File: src/rtl/dynamic_branch_predictor_if.sv
// dynamic_branch_predictor_if: fetch lookup, execute resolve and flush/redirect bundle; BP_STATS_EN adds counters
interface dynamic_branch_predictor_if #(
  parameter int PC_WIDTH = 32
);
  logic                lookup_valid;
  logic [PC_WIDTH-1:0] lookup_pc;
  logic                pred_taken;
  logic [2:0]          unitID_EX;
  logic                resolve_valid;
  logic [PC_WIDTH-1:0] resolve_pc;
  logic                resolve_taken;
  logic                resolve_pred;
  logic [PC_WIDTH-1:0] resolve_target;
  logic                flushEven;
  logic                flushOdd;
  logic [PC_WIDTH-1:0] redirect_pc;
`ifdef BP_STATS_EN
  logic [31:0]         stat_branches;
  logic [31:0]         stat_mispredicts;
`endif
  modport master (
    output lookup_valid, lookup_pc, unitID_EX, resolve_valid, resolve_pc,
           resolve_taken, resolve_pred, resolve_target,
    input  pred_taken, flushEven, flushOdd, redirect_pc
`ifdef BP_STATS_EN
    , input stat_branches, stat_mispredicts
`endif
  );
  modport slave (
    input  lookup_valid, lookup_pc, unitID_EX, resolve_valid, resolve_pc,
           resolve_taken, resolve_pred, resolve_target,
    output pred_taken, flushEven, flushOdd, redirect_pc
`ifdef BP_STATS_EN
    , output stat_branches, stat_mispredicts
`endif
  );
endinterface

File: src/rtl/dynamic_branch_predictor.sv
// dynamic_branch_predictor: PC-indexed saturating-counter predictor with mispredict flush/redirect; BP_STATS_EN adds branch/mispredict counters
module dynamic_branch_predictor #(
  parameter int PC_WIDTH       = 32,
  parameter int INDEX_BITS     = 6,
  parameter int CTR_BITS       = 2,
  parameter int BRANCH_UNIT_ID = 7
) (
  input logic clk,
  input logic reset,
  dynamic_branch_predictor_if.slave bus
);
  localparam int ENTRIES = 2 ** INDEX_BITS;
  localparam logic [CTR_BITS-1:0] CTR_MAX  = '1;
  localparam logic [CTR_BITS-1:0] CTR_INIT = CTR_MAX >> 1;
  typedef enum logic {RUN, FLUSH} state_t;
  state_t state_q, state_d;
  logic [CTR_BITS-1:0] table_q [ENTRIES];
  logic [CTR_BITS-1:0] table_d [ENTRIES];
  logic [PC_WIDTH-1:0] redirect_q, redirect_d;
  logic [INDEX_BITS-1:0] lk_idx, rs_idx;
  logic [CTR_BITS-1:0] rs_ctr;
  logic shadow, br_res, mispredict;
  logic unused_pc;
  assign lk_idx = bus.lookup_pc[INDEX_BITS+1:2];
  assign rs_idx = bus.resolve_pc[INDEX_BITS+1:2];
  assign rs_ctr = table_q[rs_idx];
  assign unused_pc = ^{bus.lookup_pc[PC_WIDTH-1:INDEX_BITS+2], bus.lookup_pc[1:0]};
  assign shadow = state_q == FLUSH;
  assign br_res = bus.resolve_valid & (bus.unitID_EX == 3'(BRANCH_UNIT_ID)) & ~shadow;
  assign mispredict = br_res & (bus.resolve_taken != bus.resolve_pred);
  assign bus.pred_taken = bus.lookup_valid & table_q[lk_idx][CTR_BITS-1];
  assign bus.flushEven = shadow;
  assign bus.flushOdd = shadow;
  assign bus.redirect_pc = redirect_q;
  // next-state: counter training, one-cycle flush after a mispredict, redirect capture
  always_comb begin
    table_d = table_q;
    table_d[rs_idx] = !br_res ? rs_ctr :
                      bus.resolve_taken ? (rs_ctr == CTR_MAX ? rs_ctr : rs_ctr + 1'b1) :
                      (rs_ctr == '0 ? rs_ctr : rs_ctr - 1'b1);
    state_d = mispredict ? FLUSH : RUN;
    redirect_d = !mispredict ? redirect_q :
                 bus.resolve_taken ? bus.resolve_target : bus.resolve_pc + PC_WIDTH'(4);
  end
  // state, table and redirect registers; reset reloads every counter to weakly not-taken
  always_ff @(posedge clk or posedge reset) begin
    if (reset) begin
      state_q <= RUN;
      redirect_q <= '0;
      for (int i = 0; i < ENTRIES; i++) table_q[i] <= CTR_INIT;
    end else begin
      state_q <= state_d;
      redirect_q <= redirect_d;
      table_q <= table_d;
    end
  end
`ifdef BP_STATS_EN
  logic [31:0] stat_br_q, stat_br_d, stat_mis_q, stat_mis_d;
  assign bus.stat_branches = stat_br_q;
  assign bus.stat_mispredicts = stat_mis_q;
  // saturating event counters; shadow-dropped resolves never reach br_res
  always_comb begin
    stat_br_d = (br_res && stat_br_q != '1) ? stat_br_q + 1'b1 : stat_br_q;
    stat_mis_d = (mispredict && stat_mis_q != '1) ? stat_mis_q + 1'b1 : stat_mis_q;
  end
  // statistics registers
  always_ff @(posedge clk or posedge reset) begin
    if (reset) begin
      stat_br_q <= '0;
      stat_mis_q <= '0;
    end else begin
      stat_br_q <= stat_br_d;
      stat_mis_q <= stat_mis_d;
    end
  end
`endif
endmodule

File: src/flat_wrapper.sv
// flat-port wrapper written by rule: the top's interface ports become plain ports
module dynamic_branch_predictor_flat 
#(
  parameter int PC_WIDTH       = 32,
  parameter int INDEX_BITS     = 6,
  parameter int CTR_BITS       = 2,
  parameter int BRANCH_UNIT_ID = 7
)
  (clk, reset, bus_lookup_valid, bus_lookup_pc, bus_unitID_EX, bus_resolve_valid, bus_resolve_pc, bus_resolve_taken, bus_resolve_pred, bus_resolve_target, bus_pred_taken, bus_flushEven, bus_flushOdd, bus_redirect_pc);
  dynamic_branch_predictor_if #(.PC_WIDTH(PC_WIDTH)) bus_i ();
  input logic clk;
  input logic reset;
  input wire logic [$bits(bus_i.lookup_valid)-1:0] bus_lookup_valid;
  input wire logic [$bits(bus_i.lookup_pc)-1:0] bus_lookup_pc;
  input wire logic [$bits(bus_i.unitID_EX)-1:0] bus_unitID_EX;
  input wire logic [$bits(bus_i.resolve_valid)-1:0] bus_resolve_valid;
  input wire logic [$bits(bus_i.resolve_pc)-1:0] bus_resolve_pc;
  input wire logic [$bits(bus_i.resolve_taken)-1:0] bus_resolve_taken;
  input wire logic [$bits(bus_i.resolve_pred)-1:0] bus_resolve_pred;
  input wire logic [$bits(bus_i.resolve_target)-1:0] bus_resolve_target;
  output wire logic [$bits(bus_i.pred_taken)-1:0] bus_pred_taken;
  output wire logic [$bits(bus_i.flushEven)-1:0] bus_flushEven;
  output wire logic [$bits(bus_i.flushOdd)-1:0] bus_flushOdd;
  output wire logic [$bits(bus_i.redirect_pc)-1:0] bus_redirect_pc;
  assign bus_i.lookup_valid = bus_lookup_valid;
  assign bus_i.lookup_pc = bus_lookup_pc;
  assign bus_i.unitID_EX = bus_unitID_EX;
  assign bus_i.resolve_valid = bus_resolve_valid;
  assign bus_i.resolve_pc = bus_resolve_pc;
  assign bus_i.resolve_taken = bus_resolve_taken;
  assign bus_i.resolve_pred = bus_resolve_pred;
  assign bus_i.resolve_target = bus_resolve_target;
  assign bus_pred_taken = bus_i.pred_taken;
  assign bus_flushEven = bus_i.flushEven;
  assign bus_flushOdd = bus_i.flushOdd;
  assign bus_redirect_pc = bus_i.redirect_pc;
  dynamic_branch_predictor #(.PC_WIDTH(PC_WIDTH), .INDEX_BITS(INDEX_BITS), .CTR_BITS(CTR_BITS), .BRANCH_UNIT_ID(BRANCH_UNIT_ID)) u_core (.clk(clk), .reset(reset), .bus(bus_i));
endmodule
File: config.mk
export PLATFORM = sky130hd
export DESIGN_NAME = dynamic_branch_predictor_flat
export DESIGN_NICKNAME = d
export VERILOG_FILES = /design/src/rtl/dynamic_branch_predictor_if.sv /design/src/rtl/dynamic_branch_predictor.sv /design/src/flat_wrapper.sv
export SDC_FILE = /design/constraint.sdc
export NUM_CORES = 1
export LEC_CHECK = 0
export CAP_MARGIN = 10
export CELL_PAD_IN_SITES_DETAIL_PLACEMENT = 1
export CELL_PAD_IN_SITES_GLOBAL_PLACEMENT = 1
export CORE_ASPECT_RATIO = 2
export CORE_MARGIN = 2
export CORE_UTILIZATION = 45
export DETAILED_ROUTE_END_ITERATION = 12
export PLACE_DENSITY_LB_ADDON = 0.1
export SLEW_MARGIN = 10
export SYNTH_ARGS = -nofsm -noshare
export SYNTH_HDL_FRONTEND = slang
export SYNTH_SLANG_ARGS = --single-unit
File: constraint.sdc
create_clock -name clk -period 14.1 [get_ports clk]
set_clock_uncertainty 0.15 [all_clocks]
set_input_delay 2.115 -clock clk [delete_from_list [all_inputs] [get_ports clk]]
set_output_delay 2.115 -clock clk [all_outputs]
set_load 0.02 [all_outputs]
# Word level (Yosys, flattened, before mapping)
# Cells that the tools add are included.
# Widths: inputs -> output; s select.
dict set report totals {
  regBits 161
  elab_cells 99
  out_inout_bits 35
}
dict set report op_classes {
  add_sub_neg 3
  bitwise_logic 7
  eq_ne 3
  n_reduce_logical 2
  order_cmp 3
  muxes 15
}
# cell count
set op_table {}
lappend op_table {{$bwmux 128} 1}
lappend op_table {{$add 32x3->32 const B} 1}
lappend op_table {{$mux 32} 1}
lappend op_table {{$bmux 2 s6} 2}
lappend op_table {{$mux 2} 9}
lappend op_table {{$ge 7x7->1 const B} 2}
lappend op_table {{$not 6->7} 2}
lappend op_table {{$demux 2 s6} 1}
lappend op_table {{$lt 7x1->1 const B} 1}
lappend op_table {{$and 1x1->1} 4}
lappend op_table {{$eq 3x3->1 const B} 1}
lappend op_table {{$add 2x1->2 const B} 1}
lappend op_table {{$eq 2x2->1 const B} 1}
lappend op_table {{$logic_not 2->1} 1}
lappend op_table {{$sub 2x1->2 const B} 1}
lappend op_table {{$logic_and 1x1->1} 1}
lappend op_table {{$mux 1} 1}
lappend op_table {{$ne 1x1->1} 1}
lappend op_table {{$not 1->1} 1}

# Depth between registers and ports, before layout
dict set report depth {
  depth_word 9
  mapped_depth 14
}

# Worst setup path before layout
# No wires, ideal clock.
dict set report synth_path {
  path_type {in2out}
  from {input bus_lookup_pc[2]}
  to {output bus_pred_taken}
  t_required_ps 11835
  path_slack_ps 7103
  path_stages 6
  t_arrival_ps 4732
  path_cell_list {clkbuf_1 buf_1 mux4_2 mux4_2 mux4_2 and2_1}
}
dict set report synth_between {
  elab_chain_len 5
}
# item line
set synth_lines {}
lappend synth_lines {{start: declaration} flat_wrapper.sv:14} ;# input wire logic [$bits(bus_i.lookup_pc)-1:0] bus_lookup_pc;
lappend synth_lines {{$not 6->7 (not written as such)} dynamic_branch_predictor.sv:31} ;# assign bus.pred_taken = bus.lookup_valid & table_q[lk_idx][CTR_BITS-1];
lappend synth_lines {{$bmux 2 s6} dynamic_branch_predictor.sv:31}
lappend synth_lines {{$mux 2 (not written as such) (2 in a row)} dynamic_branch_predictor.sv:31}
lappend synth_lines {{$and 1x1->1} dynamic_branch_predictor.sv:31}
lappend synth_lines {{end: declaration} flat_wrapper.sv:21} ;# output wire logic [$bits(bus_i.pred_taken)-1:0] bus_pred_taken;
# No other way between the ends. The select of a mux whose other input is x is not followed.

# Worst setup path after layout
dict set report layout_path {
  from {input bus_lookup_pc[3]}
  to {output bus_pred_taken}
}
# Same word-level chain as after synthesis.

==> results.yml <==
floorplanning:
  rows: 71
  die_w_um: 102
  num_io_pins: 140
  die_y_um: 199
  die-area_um2: 20300
  initial_core_util_pct: 45.8
  core_area_um2: 18700
setup_path:
  crit_cells: 6
  worstSetupPathType: "in2out"
  sum_of_buffers_and_inverters_on_the_critical_path: 2
  crit_top_cell: "mux4_2"
  worstPathCellList: "clkdlybuf4s50_1 -> mux4_2 -> mux4_2 -> mux4_2 -> and2_1 -> clkdlybuf4s50_1"
  startpoint_type: "primary input"
  critical_path_peak_fanout: 16
  arrival_ns: 5.40
  timing.reg2reg.setup_slack_ns: 10.26
  required_ns: 11.84
  timing.critical_path.slowest_stage_cell: "clkdlybuf4s50_1"
  crit_path_max_incr_delay_ns: 1.12
  worstRegToRegCells: 9
  setup.worst_path.end_class: "output port"
  timing.critical_path.max_delay_family: "buffers and inverters"
routing:
  drtPass1Iterations: 5
  via_total_after_detailed_routing: 7375
  vias_per_cell: 5.96
  wl_per_cell_um: 22.7
  drt_iter0_markers: 389
  route.detailed.drc: 0
  route.antenna.remaining_nets: 0
  total_routed_length_mm: 28.1
global_routing:
  global_route.overflow_total: 0
  via_count_of_the_first_global_routing_pass: 8230
  grtUsageTotal_pct: 29.2
  number_of_antenna_violations_at_the_first_check_in_global_routing: 0
  grt_first_pass_wirelength_mm: 44.8
  grt_start_max_net_pins: 96
finish:
  fillerInstances: 2129
  syn_to_final_growth_pct: 21.0
  area.sequential_um2: 4110
  multi_input_area_um2: 4180
  layout-drive-gt1-share_pct: 16.8
  nets: 1076
  finalCoreUtilization_pct: 55.4
  post-route-cell-area_um2: 10400
  antenna-diode-count: 0
  stdcell_count: 1238
synthesis:
  yosys-top-cells-count: "nor2_1 (193), a21oi_1 (150), dfrtp_1 (97), dfstp_2 (64), nand2_1 (59)"
  synthesis.area_per_instance_um2: 9.72
  synthesis.yosys.warnings: 0
  synth_edf_count: 0
  netlist_instances: 883
  yosys.area.top_type_share_pct: 28.3
  ys_seq_elements: 161
  synth_largest_area_cell: "dfrtp_1"
  synth.net_count: 989
  synth.yosys.seq_area_share_pct: 47.9
  postSynth.topFlopCell: "dfrtp_1"
  asr_flop_ratio_synth_pct: 100
  netlist_area_um2: 8590
  post_synth_main_area_contributors: "dfrtp_1 (28%), dfstp_2 (20%), mux4_2 (10%)"
  post_synth_num_cell_types: 55
  synthMostInstantiatedCell: "nor2_1"
clocking:
  cts_tree: "yes"
  cts-htree-levels: 4
  post_cts_resize_count: 0
  count_of_hold_buffers_inserted_by_post_cts_repair: 0
  cts_max_path_buffers: 2
  worst_skew_pair.late_latency_ns: 0.44
  cts_setup_buffers: 0
  cts_root_buffer: "clkbuf_16"
  clk_pin_slew_worst_paths_ns: 0.06
  cts_inserted_buffers: 17
  clock_sinks: 161
placement:
  port_buffers: 113
  detailed_place_hpwl_mm: 19.5
  place.gp.congestion: 0.904
  post-place-cells: 1206
  place_area_um2: 9830
status:
  run_status: "complete, no violations"
timing:
  finalHoldViolCount: 0
  max_slew.worst_pin.slew_ns: 1.03
  fin_setup_tns_ns: 0
  min_period_ns: 7.67
  setup_viol: 0
  final_max_slew_violation_count: 0
  fin_crit_sh_pct: 54.4
  setup_repair_after_global_routing_missed_its_margin: "false"
  maxSlewHeadroom_pct: 31.0
  fmax_ghz: 0.130
power_and_ir_drop:
  post-layout-total-power_mw: 1.59
  power.leakage_nw: 4.15
  power_per_cell_area_nw_per_um2: 153
  peakVddDrop_mv: 0.0845
run:
  max-cap-violations: 0
worst_hold_path:
  worst_hold_path_stage_count: 2
  hold_path.class: "reg2reg"
-- path summary, 6_finish.rpt --
| kind | from | endpoint |
|---|---|---|
| worst max-delay path | bus_lookup_pc[3] | bus_pred_taken |
| worst min-delay path | u_core.bus.redirect_pc[4] | u_core.bus.redirect_pc[4] |
| worst max register to register | u_core.table_q[79] | u_core.table_q[77] |
| worst min register to register | u_core.bus.redirect_pc[4] | u_core.bus.redirect_pc[4] |
| max in group asynchronous | reset | u_core.table_q[9] |
| min in group asynchronous | reset | u_core.bus.redirect_pc[28] |
-- placed cells by master (no fill, tap or decap), types with 11 or more instances in the layout --
cell	Yosys	routed
nand3_1	13	13
mux4_2	39	39
clkdlybuf4s50_1	0	109
a31oi_1	19	19
clkbuf_16	0	17
a21oi_1	150	150
dfstp_2	64	64
nor2_1	193	193
nand2_1	59	58
dfrtp_1	97	97
xnor2_1	13	13
mux2i_1	31	31
xor2_1	12	12
o21ai_0	39	39
buf_4	10	11
-- layer usage --
layer  track usage, %  wire length (um)
met2             51.4             15200
met1             32.5             10300
met3             5.63              1380
met5                0                 0
met4             15.6              1250
-- cells by family (layout without fill, tap and decap cells) --
logic type / Yosys count / after routing / share of synthesized area (%)
AND/OR/NAND/NOR: 317 / 317 / 15.8
XOR/XNOR: 25 / 25 / 2.55
buffers and inverters: 64 / 164 / 3.56
flip-flops: 161 / 161 / 47.9
AO/OA/AOI/OAI: 238 / 238 / 15.3
multiplexers: 76 / 76 / 14.6
adder cells (fa/ha/maj): 2 / 2 / 0.277
-- state kept, by name, summed over array words and instances, names as in the netlist --
name                    flops
u_core.bus.flushEven        1
u_core.bus.redirect_pc     32
u_core.table_q            128
-- cell type report --
type | instances | area share [%]
clock buffer | 22 | 4.56
clock inverter | 10 | 0.831
inverter | 8 | 0.337
multi-input combinational | 658 | 40.2
sequential | 161 | 39.5
tap | 255 | 3.07
timing repair buffer | 124 | 11.5
-- worst reg2reg max path, stage by stage (launching register included) --
cell,delay (ns)
dfrtp_1,0.42
mux2_2,0.28
a222oi_1,0.27
a21boi_0,0.31
o22ai_1,0.18
or4_1,0.64
a21oi_1,0.20
a311o_2,0.54
buf_4,0.53
a31oi_1,0.20
-- through the flow --
step,setup WS (ns),hold slack (ns)
after global placement,6.53,0.309
after detailed placement,6.48,0.320
after CTS,6.47,0.335
after floorplan,7.10,0.296
final,6.43,0.329
after global routing,6.38,0.354
-- where the power goes --
| group | switching [mW] | internal [mW] |
|---|---|---|
| clock network | 0.190 | 0.255 |
| logic | 0.227 | 0.203 |
| registers | 0.0932 | 0.622 |
| total | 0.510 | 1.08 |
(Power assumes the default switching activity.)
